File: config.mk
export PLATFORM = sky130hd
export DESIGN_NAME = reaction_ctrl
export DESIGN_NICKNAME = d
export VERILOG_FILES = /design/src/rtl/reaction_pkg.sv /design/src/rtl/reaction_ctrl_unit_prescaler.sv /design/src/rtl/reaction_ctrl.sv
export SDC_FILE = /design/constraint.sdc
export NUM_CORES = 1
export LEC_CHECK = 0
export ABC_AREA = 0
export CAP_MARGIN = 20
export CORE_ASPECT_RATIO = 1.25
export CORE_MARGIN = 3
export CORE_UTILIZATION = 60
export DETAILED_ROUTE_END_ITERATION = 8
export GPL_TIMING_DRIVEN = 1
export PLACE_DENSITY_LB_ADDON = 0.1
export SLEW_MARGIN = 15
export SYNTH_ARGS = -nofsm -noshare
export SYNTH_HDL_FRONTEND = slang
export SYNTH_SLANG_ARGS = --single-unit
File: constraint.sdc
create_clock -name clk -period 4.8 [get_ports clk]
set_input_delay 0.48 -clock clk [delete_from_list [all_inputs] [get_ports clk]]
set_output_delay 0.48 -clock clk [all_outputs]
set_load 0.1 [all_outputs]
File: src/rtl/reaction_pkg.sv
// Shared types and constants for the reaction timer control path.
// State encoding, datapath widths and default timing parameters.
package reaction_pkg;

  localparam int RT_W        = 14;
  localparam int RND_W       = 5;
  localparam int UNIT_MS_D   = 100;
  localparam int MIN_UNITS_D = 10;
  localparam int MAX_RT_MS_D = 9999;

  typedef enum logic [2:0] {
    IDLE  = 3'd0,
    WAIT  = 3'd1,
    GO    = 3'd2,
    DONE  = 3'd3,
    EARLY = 3'd4
  } state_t;

endpackage

File: src/rtl/reaction_ctrl_unit_prescaler.sv
// Divides the millisecond tick down to one pulse per delay unit.
// Held at zero by clear so every delay starts on a unit boundary.
module unit_prescaler #(
  parameter int UNIT_MS = 100
) (
  input  logic clk,
  input  logic reset,
  input  logic clear,
  input  logic tick_ms,
  output logic unit_tick
);

  localparam int SW = (UNIT_MS > 1) ? $clog2(UNIT_MS) : 1;
  localparam logic [SW-1:0] LAST = SW'(UNIT_MS - 1);

  logic [SW-1:0] sub;

  assign unit_tick = tick_ms && (sub == LAST);

  // Count ms ticks within the current unit, wrapping on the last one.
  always_ff @(posedge clk) begin
    if (reset || clear) begin
      sub <= '0;
    end else if (tick_ms) begin
      sub <= unit_tick ? '0 : sub + 1'b1;
    end
  end

endmodule

File: src/rtl/reaction_ctrl.sv
// Reaction timer control FSM: random pre-delay, GO lamp, and
// millisecond reaction measurement with early/timeout flags.
module reaction_ctrl
  import reaction_pkg::*;
#(
  parameter int UNIT_MS   = UNIT_MS_D,
  parameter int MIN_UNITS = MIN_UNITS_D,
  parameter int MAX_RT_MS = MAX_RT_MS_D
) (
  input  logic             clk,
  input  logic             reset,
  input  logic             tick_ms,
  input  logic             start,
  input  logic             stop,
  input  logic [RND_W-1:0] rnd,
  output logic             led,
  output logic             busy,
  output logic [RT_W-1:0]  rt_ms,
  output logic             valid,
  output logic             early,
  output logic             timeout
);

  localparam logic [RT_W-1:0] MAX_RT = RT_W'(MAX_RT_MS);

  state_t          state;
  logic [6:0]      units;
  logic [RT_W-1:0] cnt;
  logic            unit_tick;
  logic            clr;

  assign clr = (state != WAIT);

  unit_prescaler #(
    .UNIT_MS (UNIT_MS)
  ) u_pre (
    .clk       (clk),
    .reset     (reset),
    .clear     (clr),
    .tick_ms   (tick_ms),
    .unit_tick (unit_tick)
  );

  // Main FSM with registered Moore outputs and the rt counter.
  always_ff @(posedge clk) begin
    if (reset) begin
      state   <= IDLE;
      units   <= '0;
      cnt     <= '0;
      led     <= 1'b0;
      busy    <= 1'b0;
      rt_ms   <= '0;
      valid   <= 1'b0;
      early   <= 1'b0;
      timeout <= 1'b0;
    end else begin
      case (state)
        IDLE, DONE, EARLY: begin
          if (start) begin
            units   <= 7'(MIN_UNITS) + 7'(rnd);
            valid   <= 1'b0;
            early   <= 1'b0;
            timeout <= 1'b0;
            busy    <= 1'b1;
            state   <= WAIT;
          end
        end
        WAIT: begin
          if (stop) begin
            early <= 1'b1;
            busy  <= 1'b0;
            state <= EARLY;
          end else if (unit_tick) begin
            units <= units - 7'd1;
            if (units == 7'd1) begin
              cnt   <= '0;
              led   <= 1'b1;
              state <= GO;
            end
          end
        end
        GO: begin
          if (stop) begin
            rt_ms <= cnt;
            valid <= 1'b1;
            led   <= 1'b0;
            busy  <= 1'b0;
            state <= DONE;
          end else if (tick_ms) begin
            if (cnt == MAX_RT - 1'b1) begin
              cnt     <= MAX_RT;
              rt_ms   <= MAX_RT;
              valid   <= 1'b1;
              timeout <= 1'b1;
              led     <= 1'b0;
              busy    <= 1'b0;
              state   <= DONE;
            end else begin
              cnt <= cnt + 1'b1;
            end
          end
        end
        default: begin
          led   <= 1'b0;
          busy  <= 1'b0;
          state <= IDLE;
        end
      endcase
    end
  end

endmodule
==> flow_metrics.env <==
export IMPL_viasPerCell=6.48
export IMPL_fin_hold_ws_ns=0.486
export IMPL_yosys_cell_types_count=60
export IMPL_wl_per_cell_um=16.8
export IMPL_critPathTopFamily="buffers and inverters"
export IMPL_hold_viol=0
export IMPL_critPathLaunchType="flip-flop"
export IMPL_synth_flop_cell="dfxtp_1"
export IMPL_ant_nets=0
export IMPL_rsz0062_at_grt="false"
export IMPL_syn_to_final_growth_pct=13.5
export IMPL_ios=29
export IMPL_cp_max_fo=3
export IMPL_grt_max_degree=25
export IMPL_drt_iter0_drc=239
export IMPL_cpMaxStageDelayCell="clkdlybuf4s50_1"
export IMPL_synth_seq_area_share=0.358
export IMPL_cts_buffer_depth=2
export IMPL_die_y_um=82.3
export IMPL_critPathBufInv=1
export IMPL_finalMaxSlewViolations=0
export IMPL_critPathKind="flip-flop to output port"
export IMPL_crit_path_cell_trace="clkdlybuf4s50_1"
export IMPL_drt_total_wl_mm=6.70
export IMPL_dieArea_um2=5520
export IMPL_gp_congestion=0.938
export IMPL_power_mw=0.805
export IMPL_io_buffers=28
export IMPL_ys_seq_elements=50
export IMPL_hold_class="flip-flop to flip-flop"
export IMPL_drc_errors=0
export IMPL_cts_clk_slew_worst_paths_ns=0.09
export IMPL_syn_cell_area_um2=2800
export IMPL_crit_arrival_ns=1.82
export IMPL_grt_pass1_wl_mm=11.1
export IMPL_fin_skew_ns=0.0140
export IMPL_p_leak_nw=1.08
export IMPL_power_per_cell_area_nw_per_um2=254
export IMPL_numCtsBuffers=5
export IMPL_ys_async_sr_fraction=0
export IMPL_grt_overflow=0
export IMPL_setup_tns_ns=0
export IMPL_max_slew_margin_rel=0.349
export IMPL_postSynthCellCount=323
export IMPL_cts_tree="built"
export IMPL_die_x_um=67.1
export IMPL_nets=356
export IMPL_start_util=0.627
export IMPL_synth_edff_count=0
export IMPL_irDropWorstVdd_mv=0.178
export IMPL_fmax_mhz=434
export IMPL_max_stage_delay_ns=1.14
export IMPL_max_cap_viol_count=0
export IMPL_worst_slew_pin_slew_ns=0.973
export IMPL_clk_insertion_delay_late_ns=0.31
export IMPL_end_kind="output port"
export IMPL_ctsHtreeMaxLevel=2
export IMPL_first_pass_iters=5
export IMPL_layout_drive_gt1_share=0.109
export IMPL_ctsHoldBuffers=0
export IMPL_synth_nets=339
export IMPL_core_um2=4460
export IMPL_cts_resized=0
export IMPL_diodes=0
export IMPL_min_period_over_period=0.480
export IMPL_root_buffer="clkbuf_8"
export IMPL_setup_violations=0
export IMPL_run_status="finished, final reports clean"
export IMPL_cts_setup_buffers=0
export IMPL_required_ns=4.32
export IMPL_yosysWarnings=0
export IMPL_period_needed_ns=2.30
export IMPL_cts_sinks=50
export IMPL_antenna_found_initial=0
export IMPL_grt_pass1_vias=2479
export IMPL_grt_usage=0.262
export IMPL_vias=2585
export IMPL_hpwl_mm=4.78
export IMPL_row_count=27
export IMPL_syn_area_per_cell_um2=8.65
## Yosys cell counts, types with 5 or more instances
cell      number  area, um2
inv_1         12       45.0
and3_1         7       43.8
nand4_1       10       62.6
o221a_2       11        124
nor3_1         6       30.0
o32ai_1       10       87.6
a21oi_1       18       90.1
dfxtp_1       50       1000
buf_2         10       50.1
ha_1           6       75.1
and4_1         5       43.8
a221oi_1       6       52.6
nor2_1        22       82.6
nand3_1       10       50.1
nand2_1       33        124
nor3b_1        5       37.5
o211ai_1       5       37.5
o21ai_0       11       55.1
clkbuf_1       9       33.8
## registers in the layout (all words and copies together) (netlist names)
| signal | count |
|---|---|
| u_pre.sub | 7 |
| rt_ms | 14 |
| led | 1 |
| busy | 1 |
| state | 3 |
| early | 1 |
| cnt | 14 |
| units | 7 |
| valid | 1 |
| timeout | 1 |
## worst reg2reg max path: stages, from the launching register on
cell and delay, ns:
dfxtp_1 0.68, and2b_1 0.26, and2_1 0.28, nand2_1 0.37, o221a_2 0.42
## worst paths after layout
path	start	end	slack (ns)	cells past startpoint
worst max register to register	state[1]	rt_ms[0]	2.69	4
worst min register to register	rt_ms[12]	rt_ms[12]	0.49	2
worst min-delay path	rt_ms[12]	rt_ms[12]	0.49	2
worst max-delay path	busy	busy	2.50	1
## cell families after synthesis
family                     Yosys count  share of synthesized area
xor gates and xnor gates             7                     0.0219
buffers and inverters               36                     0.0573
DFF                                 50                      0.358
and+or+nand+nor                    137                      0.290
muxes                                4                     0.0143
adders and majority gates            6                     0.0269
AOI/OAI and AO/OA                   83                      0.231
## per-stage QoR
| stage | std cells | util | setup WS, ns | cell area [um2] |
|---|---|---|---|---|
| 6_report | 399 | 0.712 | 2.50 | 3170 |
| 5_1_grt | 399 | 0.712 | 2.41 | 3170 |
| 4_1_cts | 399 | 0.712 | 2.48 | 3170 |
| 3_5_place_dp | 391 | 0.689 | 2.29 | 3070 |
| 3_3_place_gp | 391 | 0.689 | 2.36 | 3070 |
| 2_1_floorplan | 323 | - | 3.06 | 2800 |
## layer usage
layer  part of all wire  global-route usage  routed length (um)  vias up
met5                  0                   0                   0        -
met3              0.034              0.0433                 226       17
met2               0.52               0.465                3460       76
met1               0.42               0.303                2840     1235
met4              0.025               0.122                 169        0
li1                   -                   -                   -     1257
## layout make-up
type / count / area (um2)
multi-input cells: 237 / 1630
fillers: 374 / 1290
flip-flops and latches: 50 / 1000
repair buffers: 33 / 318
clock buffers: 6 / 82.6
well taps: 58 / 72.6
inverters: 13 / 48.8
clock inverters: 2 / 16.3
## power breakdown
group          switching [mW]  internal [mW]
combinational          0.0630         0.0402
clock                   0.149          0.119
sequential             0.0112          0.423
## placed cells by master (no fill, tap or decap), drive strengths merged, types with 7 or more instances in the layout
cell and count:
dfxtp 50, nand2 33, nor3 7, nand4 10, o32ai 10, nand3 11
clkdlybuf4s50 28, o21ai 11, and3 7, o221a 11, inv 13, a21oi 19
nor2 23
Note: power is estimated with default switching activity, not from simulation.
==> variant (same settings) <==
Encoding of `state_t`: now one-hot (5 bits for 5 states).
--- a/src/rtl/reaction_pkg.sv
+++ b/src/rtl/reaction_pkg.sv
@@ -8,12 +8,12 @@
   localparam int MIN_UNITS_D = 10;
   localparam int MAX_RT_MS_D = 9999;
 
-  typedef enum logic [2:0] {
-    IDLE  = 3'd0,
-    WAIT  = 3'd1,
-    GO    = 3'd2,
-    DONE  = 3'd3,
-    EARLY = 3'd4
+  typedef enum logic [4:0] {
+    IDLE  = 5'b00001,
+    WAIT  = 5'b00010,
+    GO    = 5'b00100,
+    DONE  = 5'b01000,
+    EARLY = 5'b10000
   } state_t;
 
 endpackage
Formal check against the unedited RTL: same outputs for any inputs over 10 cycles, from zero or initial values and one cycle with reset high; not proved beyond that.
==> variant against the original RTL <==
Sequential cell count increased by 2; worst hold slack got worse by 0.0075 ns; total power increased by 8.0%; setup slack got worse by 0.21 ns; wire length decreased by 9.2%; global-route usage decreased by 1.0 points; die area decreased by 8.7%; utilization increased by 4.7 points; cell area decreased by 6.5%; area after synthesis decreased by 9.4%; combinational power decreased by 3%; count of clock-buffer cells in the layout increased by 1; critical endpoint is now units[0]$_SDFFE_PP0P_.
==> variant: results (changes against the original RTL) <==
* Starting DRT DRC Count at 272 (+14%)
* Arr. time, crit path at 2.74 ns (+0.92 ns)
* Initial antenna violation count at 0 (unchanged)
* Fin nets at 339 (-4.8%)
* Overall routing resource usage at 25.1% (-1.0 points)
* Vias in the first global route at 2,175 (-12%)
* Synth unique cells at 51 (-15%)
* Crit path max-delay family: simple AND/OR/NAND/NOR gates
* Critical R2R Launch: state[4]$_SDFFE_PP0P_
* CTS Root Cell: clkbuf_8
* Worst setup startpoint: stop
* Largest net degree at the start of global routing at 37 (+48%)
* CTS H-Tree Depth at 2 (unchanged)
* CP max-delay cell: nor4b_2
* Seq/Total Area, Yosys at 41.1% (+5.3 points)
* Post-CTS Setup Repair Bufs at 0 (unchanged)
* Hold depth at 2 (unchanged)
* Synthesized Nets at 316 (-6.8%)
* Switching power at 207 µW (-7.2%)
* Biggest regs: cnt: 14 flops, rt_ms: 14 flops
* Critical Path End: units[0]$_SDFFE_PP0P_
* Post-Route WL at 6080 µm (-9.2%)
* Status: finished clean
* Hold_sp: led$_SDFFE_PP0P_
* Clock Skew at 0.00801 ns (-0.00596 ns)
* Cts bufs inserted at 5 (unchanged)
* CTS max path bufs at 2 (unchanged)
* Commonest cells post-synth: 52 x dfxtp_1, 35 x nor2_1, 30 x nand2_1
* Ant diodes at 0 (unchanged)
* HP Class: reg2reg
* DP HPWL at 4270 µm (-11%)
* CTS clk-pin slew, worst paths at 0.09 ns (about the same)
* First-pass GRT wire length at 10,200 µm (-8.2%)
* R2R depth at 5 (+1)
* Leak Pwr at 0.00102 µW (-5.0%)
* DR pass1 iterations at 5 (unchanged)
* Ratio of cells with drive above 1 in the final layout at 8.02% (-2.8 points)
* Least-Margin Pin Slew at 0.982 ns (+0.00870 ns)
* Synth area leaders: dfxtp_1 41%, nor2_1 5.2%, nand2_1 4.4%
* CP max FO at 13 (+10)
* R2R Setup Slk at 2.33 ns (-0.36 ns)
* GPL Wtd Cong at 1.00 (+7.1%)
* Clock Latency Late Sink at 0.31 ns (about the same)
* Fillers at 301 (-20%)
* Crit path largest cell delay at 0.62 ns (-0.52 ns)
* Peak supply drop at 0.218 mV (+22%)
* Total number of vias at 2,371 (-8.3%)
## variant: kinds of logic (layout without fill, tap and decap cells)
family	Yosys count	in the layout	synth area share, %
adder cells (fa/ha/maj)	6	6	2.96
multiplexers	2	2	0.791
AND/OR/NAND/NOR	132	132	27.5
XOR/XNOR	9	9	3.11
flip-flops	52	52	41.1
AO/OA/AOI/OAI	77	77	21.2
buffers and inverters	22	46	3.36
## variant: cell type report
class	count	share of cell area [%]
clock buffers	7	3.25
clock inverters	1	1.01
inverters	8	1.01
multi-input cells	226	47.4
flip-flops and latches	52	35.1
well taps	54	2.28
repair buffers	30	9.95
## variant: power by group through the flow
stage	registers, µW	logic [µW]	clock network [µW]
2_1_floorplan	467	63.8	0
3_3_place_gp	460	94.7	0
3_5_place_dp	460	97.5	0
4_1_cts	450	98.3	324
5_1_grt	452	109	341
6_report	451	99.4	320
## variant: layer usage
metal	global-route usage (%)	share of wire (%)	up-vias	routed length, µm
li1	-	-	1150	-
met2	44.1	52	83	3180
met4	8.88	2.4	0	149
met3	4.15	4.4	15	267
met1	30.8	41	1123	2480
met5	0	0	-	0
## variant: worst min path at each step
| stage | to |
|---|---|
| 2_1_floorplan | units[6]$_SDFFE_PP0P_ |
| 3_3_place_gp | valid$_SDFFE_PP0P_ |
| 3_5_place_dp | led$_SDFFE_PP0P_ |
| 4_1_cts | led$_SDFFE_PP0P_ |
| 5_1_grt | led$_SDFFE_PP0P_ |
| 6_report | led$_SDFFE_PP0P_ |
## variant: worst min-delay path, stage by stage (launching register included)
cell and delay, ns:
dfxtp_1 0.32, inv_1 0.06, a221oi_2 0.05
## variant: stage by stage
| stage | setup slack [ns] | cell area [µm²] | power, µW | instances | hold slack, ns |
|---|---|---|---|---|---|
| after floorplan | 2.72 | 2530 | 530 | 300 | 0.453 |
| after global placement | 2.19 | 2840 | 554 | 370 | 0.454 |
| after detailed placement | 2.05 | 2840 | 558 | 370 | 0.468 |
| after CTS | 2.36 | 2970 | 873 | 378 | 0.483 |
| after global routing | 2.19 | 2970 | 902 | 378 | 0.510 |
| final | 2.29 | 2970 | 870 | 378 | 0.478 |
